File: src/rtl/seq_pkg.sv
// Shared definitions for the arbitrary-sequence counter and its checker:
// the fixed 7-entry sequence table, FSM state type and index helper.
package seq_pkg;

  localparam int SEQ_LEN = 7;
  localparam int SEQ_DW  = 4;

  localparam logic [SEQ_DW-1:0] SEQ_TABLE [SEQ_LEN] =
    '{4'd2, 4'd9, 4'd4, 4'd1, 4'd6, 4'd3, 4'd8};

  typedef enum logic [1:0] {
    HUNT   = 2'd0,
    VERIFY = 2'd1,
    LOCKED = 2'd2
  } seq_state_e;

  function automatic logic [2:0] seq_nxt(input logic [2:0] i);
    return (i == 3'(SEQ_LEN - 1)) ? 3'd0 : i + 3'd1;
  endfunction

endpackage

File: src/rtl/seq_lookup.sv
// Combinational reverse lookup: sample value -> position in SEQ_TABLE.
module seq_lookup
  import seq_pkg::*;
#(
  parameter int DW = 4
) (
  input  logic [DW-1:0] in_data,
  output logic [2:0]    idx,
  output logic          found
);

  // Table entries are unique, so at most one position can hit.
  always_comb begin
    idx   = 3'd0;
    found = 1'b0;
    for (int i = 0; i < SEQ_LEN; i++) begin
      if (in_data == DW'(SEQ_TABLE[i])) begin
        idx   = 3'(i);
        found = 1'b1;
      end
    end
  end

endmodule

File: config.mk
export PLATFORM = sky130hd
export DESIGN_NAME = seq_lookup
export DESIGN_NICKNAME = d
export VERILOG_FILES = /design/src/rtl/seq_pkg.sv /design/src/rtl/seq_lookup.sv
export SDC_FILE = /design/constraint.sdc
export NUM_CORES = 1
export LEC_CHECK = 0
export CORE_AREA = 2 2 39 41
export DETAILED_ROUTE_END_ITERATION = 6
export DIE_AREA = 0 0 41 43
export PLACE_DENSITY = 0.3
export SYNTH_ARGS = -nofsm -noshare
export SYNTH_HDL_FRONTEND = slang
export SYNTH_SLANG_ARGS = --single-unit
File: constraint.sdc
create_clock -name vclk -period 1.1
set_input_delay 0.165 -clock vclk [all_inputs]
set_output_delay 0.165 -clock vclk [all_outputs]
set_load 0.01 [all_outputs]
* After elaboration in Yosys (flattened, before gate mapping)
Cells that the tools add are included.
Cells by class: equal/unequal tests 7, mux-type cells 13
Operator list (count):
- $mux W3 | 5
- $eq A4 B2 Y1 const B | 2
- $eq A4 B3 Y1 const B | 2
- $eq A4 B4 Y1 const B | 2
- $mux W1 | 8
- $eq A4 B1 Y1 const B | 1
Word-level totals: flip-flop bits (word level) 0

* Logic depth before layout (Yosys ltp)
word-level depth 8, mapped depth 3, gate-level depth less buffers 2

* Worst setup path after synthesis
No wires, ideal clock.
kind in2out, from in in_data[0], to out idx[2], arrival 0.909 ns, stages on the path 3, path buffers 1, slack 0.026 ns, cell sequence clkbuf_2 > or4b_1 > o31ai_1
Between the ends: word-level cells in the longest chain between the ends 5, elaborated cells between the ends (all ways) 8, those cells by class eq/ne (4); mux (4)
Ends and longest elaborated chain:
- from (decl) | RTL line seq_lookup.sv:7 | input logic [DW-1:0] in_data,
- $eq A4 B1 Y1 | RTL line seq_lookup.sv:17 | if (in_data == DW'(SEQ_TABLE[i])) begin
- $mux W3 (3 in series) | RTL line seq_lookup.sv:17
- $mux W3 * | RTL line seq_lookup.sv:17
- to (decl) | RTL line seq_lookup.sv:8 | output logic [2:0] idx,
Mark *: on every way between the ends. The rest lies on a longest branch, timed or not.

* Worst setup path in the final report
Same ends and word-level chain as after synthesis.

==> results.json <==
{
  "status": "complete, but fails checks",
  "violations": "negative setup slack",
  "vias": 148,
  "min_period_ps": 1170,
  "crit_start": "in_data[0]",
  "p_leak_nw": 0.106,
  "place_inst": 40,
  "initial_core_util_pct": 6.96,
  "portBuffers": 8,
  "final_area_um2": 225,
  "nFlopsAndLatches": 0,
  "drt_first_pass_iters": 3,
  "fp.dieW_um": 41,
  "cp.required_ps": 940,
  "cp.arrival_ps": 1010,
  "nets": 31,
  "synthesis.area_um2": 96.3,
  "drt_iter0_markers": 3,
  "grt_max_degree": 7,
  "antenna_found_initial": 0,
  "die_y_um": 43,
  "viasPerCell": 3.61,
  "coreArea_um2": 1380,
  "fin_util_pct": 16.3,
  "cp_max_fo": 2,
  "grt_pass1_vias": 132,
  "yosysTopAreaCellShare_pct": 10.4,
  "rsz0062_at_grt": "true",
  "crit_path_end_kind": "output pin",
  "yosysUniqueCellTypes": 14,
  "ys_warn_count": 0,
  "tns_ps": -129,
  "area_growth_pct": 134,
  "max_stage_delay_ps": 500,
  "worst_pin_slew_ps": 204,
  "placed_cell_area_um2": 218,
  "routedWlPerCell_um": 9.22,
  "period_share_pct": 107,
  "antenna_cells": 0,
  "syn_inst": 14,
  "worstHoldPathType": "in2out",
  "p_switching_mw": 0.0391,
  "power_frac_seq_pct": 0,
  "rows": 14,
  "ios": 8,
  "grt_usage_pct": 3.80,
  "synth.area.top_cells": "o211a_1 (10%), or4b_1 (10%), xnor2_1 (9.1%)",
  "clockBufferCount": 0,
  "finalNonFillerCells": 41,
  "maxSlewHeadroom_pct": 86.3,
  "path_delay_family": "simple AND/OR/NAND/NOR gates",
  "crit_path_top_delay_cell": "or4b_1",
  "max_freq_mhz": 853,
  "synth_area_per_cell_um2": 6.88,
  "cap_violations": 0,
  "p_int_mw": 0.0455,
  "hold_viol_final": 0,
  "cp_num_buf_inv": 2,
  "hpwl_um": 261,
  "maxSlewViolCount": 0,
  "fillers": 156,
  "die_area_um2": 1760,
  "path_class": "in2out",
  "min_from": "in_data[0]",
  "synthDominantAreaCellType": "o211a_1",
  "path_cells": "buf_8 > or4b_1 > o31ai_1 > buf_2",
  "finalWirelength_um": 378,
  "cp.depth": 4,
  "power_density_nw_per_um2": 376,
  "combPwrFrac_pct": 100.0,
  "drive_above_1_share_pct": 60.0,
  "setup_slack_ps": -72.7,
  "setup_violations": 2,
  "crit_end": "idx[2]",
  "hold_depth": 4,
  "drtAntennaViolNets": 0,
  "vdd_drop_max_uv": 114,
  "start_kind": "input pin",
  "switching_share_pct": 46.2,
  "grt_pass1_wl_um": 510,
  "drc": 0,
  "regArea_um2": 0,
  "yosysSeqAreaShare_pct": 0,
  "hold_slack_ps": 674,
  "grt_overflow": 0,
  "gp_congestion": 0.652,
  "synth_fp_nets": 18,
  "clkPwrFrac_pct": 0
}
## worst min path at each step
stage          endpoint  slack [ps]
2_1_floorplan    idx[0]         410
3_3_place_gp     idx[2]        1440
3_5_place_dp     idx[2]        1450
4_1_cts           found         680
5_1_grt           found         700
6_report         idx[2]         670
## power groups by stage
| stage | Combinational, mW | Sequential (mW) | Clock (mW) |
|---|---|---|---|
| after floorplan | 0.0330 | 0 | 0 |
| after global placement | 0.0844 | 0 | 0 |
| after detailed placement | 0.0845 | 0 | 0 |
| after CTS | 0.0771 | 0 | 0 |
| after global routing | 0.0906 | 0 | 0 |
| final | 0.0846 | 0 | 0 |
## logic make-up (layout without fill, tap and decap cells)
logic type / after synthesis / in the layout / synth area share [%]
xor gates and xnor gates: 2 / 2 / 18.2
buffers and inverters: 3 / 14 / 13.0
AOI/OAI and AO/OA: 6 / 6 / 44.2
and+or+nand+nor: 3 / 3 / 24.7
## cell usage in the layout (no fill, tap or decap)
cell	count
buf_4	4
or2b_1	1
o21ai_0	1
o31ai_1	1
o211a_1	1
a21oi_1	1
xnor2_1	1
o21a_1	1
buf_8	1
inv_1	1
or4b_1	1
buf_6	2
nor4_4	1
xor2_1	1
a211oi_2	1
buf_2	6
## stage by stage
step / power (mW) / setup slack, ps
final: 0.0846 / -72.7
after floorplan: 0.0330 / 25.6
after detailed placement: 0.0845 / -826
after CTS: 0.0771 / -82.4
after global placement: 0.0844 / -810
after global routing: 0.0906 / -112
## layer usage
| layer | wire, um | GRT usage [%] |
|---|---|---|
| met1 | 213 | 6.96 |
| met2 | 122 | 5.00 |
| met3 | 41 | 0 |
| met4 | 0 | 0 |
| met5 | 0 | 0 |
## worst min-delay path, stage by stage
cell     delay [ps]
buf_8            70
or4b_1           90
o31ai_1          60
buf_2           130
## layout make-up
type,count,area (um2),share of cell area (%)
inverter,1,3.75,1.67
timing repair buffer,13,97.6,43.3
tap,16,20.0,8.89
multi-input combinational,11,104,46.1
## timing repair
item                       4_1_cts  5_1_grt
pin swaps                        2        2
hold buffers                     0        0
gates resized for setup         37        2
setup buffers                    0        1
setup endpoints to repair        4        1
(Power assumes the default switching activity.)
